<file path="src/rtl/fft_arb_pkg.sv">
// Shared types and helpers for the multiplier arbiter: round-robin pick
// function and owner-tag width derivation.
package fft_arb_pkg;

   localparam int MAX_REQ = 8;

   typedef struct packed {
      logic       found;
      logic [2:0] idx;
   } pick_t;

   // A single requester still needs a one-bit owner tag.
   function automatic int tag_width(input int n);
      return (n <= 2) ? 1 : $clog2(n);
   endfunction

   function automatic pick_t rr_pick(input logic [MAX_REQ-1:0] valid,
                                     input logic [2:0]         prio,
                                     input int unsigned        n);
      pick_t       r;
      int unsigned k;
      r = '0;
      for (int unsigned i = 0; i < MAX_REQ; i++) begin
         k = (32'(prio) + i) % n;
         if (i < n && !r.found && valid[k[2:0]]) begin
            r.found = 1'b1;
            r.idx   = k[2:0];
         end
      end
      return r;
   endfunction

endpackage

</file>
<file path="src/rtl/fft_rr_pick.sv">
// Combinational round-robin picker: first valid requester at or after prio.
module fft_rr_pick
   import fft_arb_pkg::*;
#(
   parameter int N_REQ = 2,
   parameter int TAG_W = tag_width(N_REQ)
) (
   input  logic [N_REQ-1:0] valid_i,
   input  logic [TAG_W-1:0] prio_i,
   output logic [N_REQ-1:0] grant_o,
   output logic [TAG_W-1:0] idx_o,
   output logic             found_o
);
   pick_t pick;

   assign pick    = rr_pick(MAX_REQ'(valid_i), 3'(prio_i), N_REQ);
   assign found_o = pick.found;
   assign idx_o   = TAG_W'(pick.idx);
   assign grant_o = pick.found ? (N_REQ'(1) << pick.idx) : '0;

endmodule

</file>
<file path="src/rtl/fft_mult_arb.sv">
// Round-robin arbiter sharing one complex multiplier between FFT butterflies;
// tracks product ownership through the multiplier pipeline.
module fft_mult_arb
   import fft_arb_pkg::*;
#(
   parameter int N_REQ    = 2,
   parameter int D_BIT    = 17,
   parameter int W_BIT    = 12,
   parameter int MULT_LAT = 1
) (
   input  logic                   iCLK,
   input  logic                   iRESET,
   input  logic [N_REQ-1:0]       iREQ_VALID,
   output logic [N_REQ-1:0]       oREQ_READY,
   input  logic [N_REQ*D_BIT-1:0] iRE,
   input  logic [N_REQ*D_BIT-1:0] iIM,
   input  logic [N_REQ*W_BIT-1:0] iW_RE,
   input  logic [N_REQ*W_BIT-1:0] iW_IM,
   output logic [D_BIT-1:0]       oM_RE,
   output logic [D_BIT-1:0]       oM_IM,
   output logic [W_BIT-1:0]       oM_W_RE,
   output logic [W_BIT-1:0]       oM_W_IM,
   input  logic [D_BIT-1:0]       iM_RE,
   input  logic [D_BIT-1:0]       iM_IM,
   output logic [N_REQ-1:0]       oRES_VALID,
   output logic [D_BIT-1:0]       oRES_RE,
   output logic [D_BIT-1:0]       oRES_IM,
   input  logic                   iFLUSH,
   output logic                   oIDLE
);
   localparam int TAG_W  = tag_width(N_REQ);
   localparam int STAGES = MULT_LAT + 1;
   localparam int CNT_W  = $clog2(MULT_LAT + 2);

   logic [N_REQ-1:0]  pickGrant;
   logic [TAG_W-1:0]  pickIdx;
   logic              pickFound;
   logic              xfer;
   logic              resValid;
   logic [TAG_W-1:0]  prio_q, prio_d;
   logic [STAGES-1:0] vld_q;
   logic [TAG_W-1:0]  tag_q [STAGES];
   logic [CNT_W-1:0]  cnt_q, cnt_d;

   fft_rr_pick #(.N_REQ(N_REQ), .TAG_W(TAG_W)) uPick (
      .valid_i (iREQ_VALID),
      .prio_i  (prio_q),
      .grant_o (pickGrant),
      .idx_o   (pickIdx),
      .found_o (pickFound)
   );

   // Reset also blocks grants so nothing is accepted that the reset would lose.
   assign xfer       = pickFound & ~iFLUSH & ~iRESET;
   assign oREQ_READY = xfer ? pickGrant : '0;
   assign resValid   = vld_q[STAGES-1];

   always_comb begin
      prio_d = prio_q;
      if (xfer) begin
         prio_d = (pickIdx == TAG_W'(N_REQ - 1)) ? '0 : pickIdx + TAG_W'(1);
      end
   end

   always_comb begin
      cnt_d = cnt_q;
      case ({xfer, resValid})
         2'b10:   cnt_d = cnt_q + CNT_W'(1);
         2'b01:   cnt_d = cnt_q - CNT_W'(1);
         default: cnt_d = cnt_q;
      endcase
   end

   always_ff @(posedge iCLK) begin
      if (iRESET) begin
         prio_q  <= '0;
         cnt_q   <= '0;
         vld_q   <= '0;
         oM_RE   <= '0;
         oM_IM   <= '0;
         oM_W_RE <= '0;
         oM_W_IM <= '0;
      end else begin
         prio_q <= prio_d;
         cnt_q  <= cnt_d;
         vld_q  <= {vld_q[STAGES-2:0], xfer};
         if (xfer) begin
            oM_RE   <= iRE[pickIdx*D_BIT +: D_BIT];
            oM_IM   <= iIM[pickIdx*D_BIT +: D_BIT];
            oM_W_RE <= iW_RE[pickIdx*W_BIT +: W_BIT];
            oM_W_IM <= iW_IM[pickIdx*W_BIT +: W_BIT];
         end
      end
   end

   // Owner tags need no reset: they are only observed behind a valid bit.
   always_ff @(posedge iCLK) begin
      tag_q[0] <= pickIdx;
      for (int i = 1; i < STAGES; i++) begin
         tag_q[i] <= tag_q[i-1];
      end
   end

   assign oRES_VALID = resValid ? (N_REQ'(1) << tag_q[STAGES-1]) : '0;
   assign oRES_RE    = resValid ? iM_RE : '0;
   assign oRES_IM    = resValid ? iM_IM : '0;
   assign oIDLE      = (cnt_q == '0) & ~xfer;

endmodule
</file>
<file path="config.mk">
export PLATFORM = sky130hd
export DESIGN_NAME = fft_mult_arb
export DESIGN_NICKNAME = d
export VERILOG_FILES = /design/src/rtl/fft_arb_pkg.sv /design/src/rtl/fft_rr_pick.sv /design/src/rtl/fft_mult_arb.sv
export SDC_FILE = /design/constraint.sdc
export NUM_CORES = 1
export LEC_CHECK = 0
export CORE_MARGIN = 10
export CORE_UTILIZATION = 30
export DETAILED_ROUTE_END_ITERATION = 10
export PLACE_DENSITY_LB_ADDON = 0.3
export SYNTH_ARGS = -nofsm -noshare
export SYNTH_HDL_FRONTEND = slang
export SYNTH_SLANG_ARGS = --single-unit
</file>
<file path="constraint.sdc">
create_clock -name iCLK -period 1.99 [get_ports iCLK]
set_clock_uncertainty 0.2 [all_clocks]
set_input_delay 0.2985 -clock iCLK [delete_from_list [all_inputs] [get_ports iCLK]]
set_output_delay 0.2985 -clock iCLK [all_outputs]
set_load 0.05 [all_outputs]
</file>
# --- Word-level counts from Yosys, hierarchy flattened ---
# Memory sizes are Yosys's and may differ from the RTL's.
# Cells that the tools add are included.
word_totals:
  wordCells: 47
  out_inout_bits: 97
  mem_count: 1
  inputBits: 155
  ram_bits: 2
  ff_bits: 63
op_classes:
  addsub: 4
  eq_ne: 2
  muxes: 13
  n_lt_le_gt_ge: 2
  shifts: 6
  multipliers: 2
  bitwise_logic: 6
  n_reduce_logical: 4
mem_list:
  columns: ["memory", "depth", "width", "rd", "rd_ports_with_merged_regs", "wr", "line", "source"]
  rows:
  - ["tag_q", 2, 1, 2, 0, 2, "fft_mult_arb.sv:42", "logic [TAG_W-1:0] tag_q [STAGES];"]
op_table:
  columns: ["op", "n"]
  rows:
  - ["34-bit by 7-bit indexed part select with 17-bit output", 2]
  - ["24-bit by 6-bit indexed part select with 12-bit output", 2]
  - ["17-bit 2-to-1 mux", 2]
  - ["1-bit by 4-bit < comparator with 1-bit output (second input constant)", 2]
  - ["4-bit 2-to-1 mux", 2]
  - ["1-bit by 5-bit multiplier with 6-bit output (second input constant)", 1]
  - ["2-bit 2-to-1 mux", 3]
  - ["1-bit 2-to-1 mux", 5]
  - ["2-bit one-hot mux with 2 select lines", 1]
  - ["1-bit AND", 3]
  - ["1-bit by 2-bit multiplier with 3-bit output (second input constant)", 1]
  - ["1-bit inverter", 3]
  - ["1-bit by 3-bit << shifter with 2-bit output (first input constant)", 1]
  - ["1-bit adder (second input constant)", 2]
  - ["2-bit by 1-bit adder with 2-bit output (second input constant)", 1]
  - ["2-bit by 1-bit equality test with 1-bit output (second input constant)", 1]
  - ["2-bit equality test (second input constant)", 1]
  - ["2-bit zero test", 1]
  - ["2-bit nonzero test", 1]
  - ["1-bit by 1-bit << shifter with 2-bit output (first input constant)", 1]
  - ["2-bit by 1-bit subtractor with 2-bit output (second input constant)", 1]
  - ["1-bit logical AND", 1]
  - ["1-bit zero test", 1]

# --- Logic depth before layout (Yosys ltp) ---
depth:
  ltp_word: 10
  mapped_depth: 9
  depth_no_buf: 7

# --- Hierarchy ---
# Synthesis repeated with hierarchy kept, for this count alone.
hier_totals:
  cells_unflattened: 325
  area_unflattened_um2: 3076.7
by_module_without_submodules:
  columns: ["module", "area_each_um2", "cells_per_inst", "instances", "seq_area_each_um2"]
  rows:
  - ["fft_mult_arb", 3044.2, 320, 1, 1301.2]
  - ["fft_rr_pick", 32.5, 5, 1, 0.0]

# --- Worst setup path before layout ---
# OpenSTA, ideal clock, no wires.
synth_timing:
  path_kind: "input-to-output"
  start: "in iREQ_VALID[1]"
  end: "out oIDLE"
  path_stages: 5
  required_time_ps: 1492
  arrival_time_ps: 1806
  path_buffers: 2
  path_slack_ps: -314
  path_cell_list: "buf_4 > nor2_4 > buf_6 > nor2_8 > nor3_1"
synth_between:
  elab_chain_cells: 10
  elab_cells_between_ends: 12
  classes_between: "mux (6); bitwise (4); reduce/logical (2)"
synth_rtl:
  columns: ["item", "line", "source"]
  rows:
  - ["start: declaration", "fft_mult_arb.sv:13", "input logic [N_REQ-1:0] iREQ_VALID,"]
  - ["1-bit 2-to-1 mux (implied by the code) (2 in a row)", "fft_arb_pkg.sv:25", "if (i < n && !r.found && valid[k[2:0]]) begin"]
  - ["4-bit 2-to-1 mux", "fft_arb_pkg.sv:25", null]
  - ["1-bit zero test", "fft_arb_pkg.sv:25", null]
  - ["1-bit logical AND", "fft_arb_pkg.sv:25", null]
  - ["4-bit 2-to-1 mux (*)", "fft_arb_pkg.sv:25", null]
  - ["1-bit AND (*) (2 in a row)", "fft_mult_arb.sv:54", "assign xfer = pickFound & ~iFLUSH & ~iRESET;"]
  - ["1-bit inverter (*)", "fft_mult_arb.sv:107", "assign oIDLE = (cnt_q == '0) & ~xfer;"]
  - ["1-bit AND (*)", "fft_mult_arb.sv:107", null]
  - ["end: declaration", "fft_mult_arb.sv:29", "output logic oIDLE"]
# Mark *: on every way between the ends. The rest lies on a longest branch, timed or not. The select of a mux whose other input is x is not followed.

# --- Worst setup path after layout ---
layout_timing:
  start: "reg prio_q"
  end: "out oREQ_READY[1]"
layout_between:
  elab_chain_cells: 9
  elab_cells_between_ends: 14
  classes_between: "add/sub (1); shift (1); mux (8); bitwise (2); reduce/logical (2)"
layout_rtl:
  columns: ["item", "line", "source"]
  rows:
  - ["start: declaration", "fft_mult_arb.sv:40", "logic [TAG_W-1:0] prio_q, prio_d;"]
  - ["start signal: assignment", "fft_mult_arb.sv:84", "prio_q <= prio_d;"]
  - ["1-bit 2-to-1 mux (implied by the code) (2 in a row)", "fft_arb_pkg.sv:25", null]
  - ["4-bit 2-to-1 mux", "fft_arb_pkg.sv:25", null]
  - ["1-bit zero test", "fft_arb_pkg.sv:25", null]
  - ["1-bit logical AND", "fft_arb_pkg.sv:25", null]
  - ["4-bit 2-to-1 mux (*)", "fft_arb_pkg.sv:25", null]
  - ["1-bit by 3-bit << shifter with 2-bit output or 1-bit AND (tied branches)", "fft_rr_pick.sv:19, fft_mult_arb.sv:54", null]
  - ["2-bit 2-to-1 mux or 1-bit AND (tied branches)", "fft_rr_pick.sv:19, fft_mult_arb.sv:54", null]
  - ["2-bit 2-to-1 mux (*)", "fft_mult_arb.sv:55", "assign oREQ_READY = xfer ? pickGrant : '0;"]
  - ["end: declaration", "fft_mult_arb.sv:14", "output logic [N_REQ-1:0] oREQ_READY,"]
# Marks and branches as above.

==> flow_summary.toml <==
[status]
outcome = "finished clean"

[global_routing]
overflow = 0
grt_pass1_vias = 4373
antenna_found_initial = 2
grt_pass1_wl_um = 24700
track_usage = 0.190
grt_max_degree = 69

[power_and_ir_drop]
p_leak_nw = 2.31
power_density_nw_per_um2 = 561
ir_worst_vdd_uv = 257

[drt]
drt_iter0_markers = 319
drc = 0
routed_wl_um = 16500
dr_total_vias = 4399
wl_per_cell_um = 21.0
via_per_inst = 5.61
ant_nets = 0
first_pass_iters = 5

[timing]
tightest_slew_ns = 0.577
rsz0062_at_grt = "false"
slew_headroom = 0.615
fin_crit_sh = 0.944
setup_slack_ns = 0.111
finalCriticalPeriod_ns = 1.88
final_max_slew_viol_count = 0
hold_viol = 0
fmax_mhz = 532
finalSetupViolations = 0

[setup_path]
rr_startpoint = "prio_q"
regToRegEndpoint = "oM_W_IM[2]"
crit_end = "oREQ_READY[1]"
start_kind = "register"
critPathLaunch = "prio_q"
cp_max_fo = 20
r2r_slack_ns = 0.41
rr_worst_depth = 4
end_kind = "primary output"
critPathArrivalTime_ns = 1.38
worst-setup-path-type = "register to primary output"
cp.required_ns = 1.49

[final_layout]
drive_gt1_frac = 0.232
finish.utilization = 0.587
fin_nets = 794
regArea_sq_um = 1300
area_delta_synth_final_pct = 90.0
fillers = 946
multiInputGateArea_sq_um = 1790

[synth]
ys_seq_elements = 65
ys_types = 28
synth_edf_count = 0
yosys.area.top_type = "dfxtp_1"
synth-seq-area-share = 0.387
synthFlopType = "dfxtp_1"
synthesis.yosys.warnings = 0
synth_area_leaders = "dfxtp_1, nand4_1, a31oi_1"
syn_area_sq_um = 3360
synth_fp_nets = 571
synth_cells = 415
synth-async-reset-ratio = 0
synth_top_area_frac = 0.387
avgSynthCellArea_sq_um = 8.11

[cts]
numCtsBuffers = 9
cts_tree = "done"
cts_hold_buf = 0
clock_latency_ns = 0.34
post_cts_buffers = 0
clk_pin_slew_worst_paths_ns = 0.07
root_buffer = "clkbuf_8"
clk_path_buf_depth = 2
clock-sinks = 65
h-tree-depth = 3

[floorplanning]
placementRows = 38
io_pins = 252
coreArea_sq_um = 10900
initial_core_util = 0.309
die_area_sq_um = 15900
die_y_um = 126
chipWidth_um = 126

[placed_design]
portBuffers = 251
gp_congestion = 0.825
place_hpwl_um = 12400
pre_cts_ws_ns = -0.166

[min_path]
hold_path_class = "register to register"

[job]
drv_cap = 0
[final cells by class]
cell class	count	share of cell area
Clock inverter	3	0.00235
Timing Repair Buffer	273	0.460
Antenna cell	1	0.000392
Tap cell	140	0.0274
Sequential cell	65	0.204
Clock buffer	13	0.0249
Inverter	2	0.00117
Multi-Input combinational cell	287	0.280
[cells in the mapped netlist, types with 2 or more instances]
cell type,count
buf_1,3
nand4_1,116
buf_4,5
buf_2,18
a31oi_1,58
buf_6,4
nor2_4,2
nor2_1,2
dfxtp_1,65
nor2b_1,2
o21ai_0,49
and2_1,36
o21ai_1,10
clkbuf_1,31
[where the power goes]
group          internal (mW)  switching, mW
combinational          0.528          0.629
clock                  0.515          0.510
sequential              1.37         0.0346
[through the flow]
step	hold slack (ns)	instance area [sq um]	total power [mW]	cells	TNS, ns
2_1_floorplan	0.110	3380	1.99	415	0
3_5_place_dp	0.115	6180	2.58	767	-3.94
4_1_cts	0.119	6380	3.60	783	0
3_3_place_gp	0.115	6180	2.56	767	-2.71
5_1_grt	0.132	6390	3.71	784	0
6_report	0.128	6390	3.59	784	0
[layer usage]
metal | global-route usage | wire length [um]
met1 | 0.216 | 6630
met2 | 0.327 | 8060
met3 | 0.0638 | 1580
met4 | 0.0576 | 213
met5 | 0 | 0
[placed cells by master, fill, tap and decap left out, types with 10 or more instances in the layout]
cell             count
dfxtp_1             64
o21ai_0             49
buf_4               77
and2_1              36
a31oi_1             58
o21ai_1             10
clkdlybuf4s50_1    150
nand4_1            116
clkbuf_8            11
buf_12              41
[cell families (layout without fill, tap and decap cells)]
family	Yosys count	in the layout	share of synthesized area
buffers and inverters	63	291	0.0915
AOI/OAI and AO/OA	119	119	0.201
DFF	65	65	0.387
xor gates and xnor gates	2	2	0.00521
adders and majority gates	1	1	0.00372
and+or+nand+nor	165	165	0.312
other	0	1	0
[worst max-delay path: stages (launching register included)]
cell and delay [ns]:
dfxtp_2 0.33, nand2b_2 0.21, buf_12 0.17, and3_4 0.18, buf_12 0.14
[flip-flops by register name, summed over array words and instances, names as in the netlist]
signal / count
oM_IM: 17
oM_RE: 17
oM_W_IM: 12
oM_W_RE: 12
cnt_q: 2
tag_q: 2
vld_q: 2
prio_q: 1
[worst min-delay path by stage]
stage                  startpoint           to  slack [ns]  depth (start not counted)
floorplan             tag_q[0][0]  tag_q[0][1]        0.11                          0
global placement      tag_q[0][0]  tag_q[0][1]        0.12                          0
detailed placement    tag_q[0][0]  tag_q[0][1]        0.12                          0
CTS                 iREQ_VALID[0]     oM_RE[6]        0.12                          3
global route        iREQ_VALID[0]     oM_RE[6]        0.13                          3
finish                tag_q[0][0]  tag_q[0][1]        0.13                          0
[what timing repair did]
item,4_1_cts,5_1_grt
gates resized for setup,6,3
pin swaps,2,0
endpoints found under the setup margin,2,1
(Power assumes the default switching activity.)
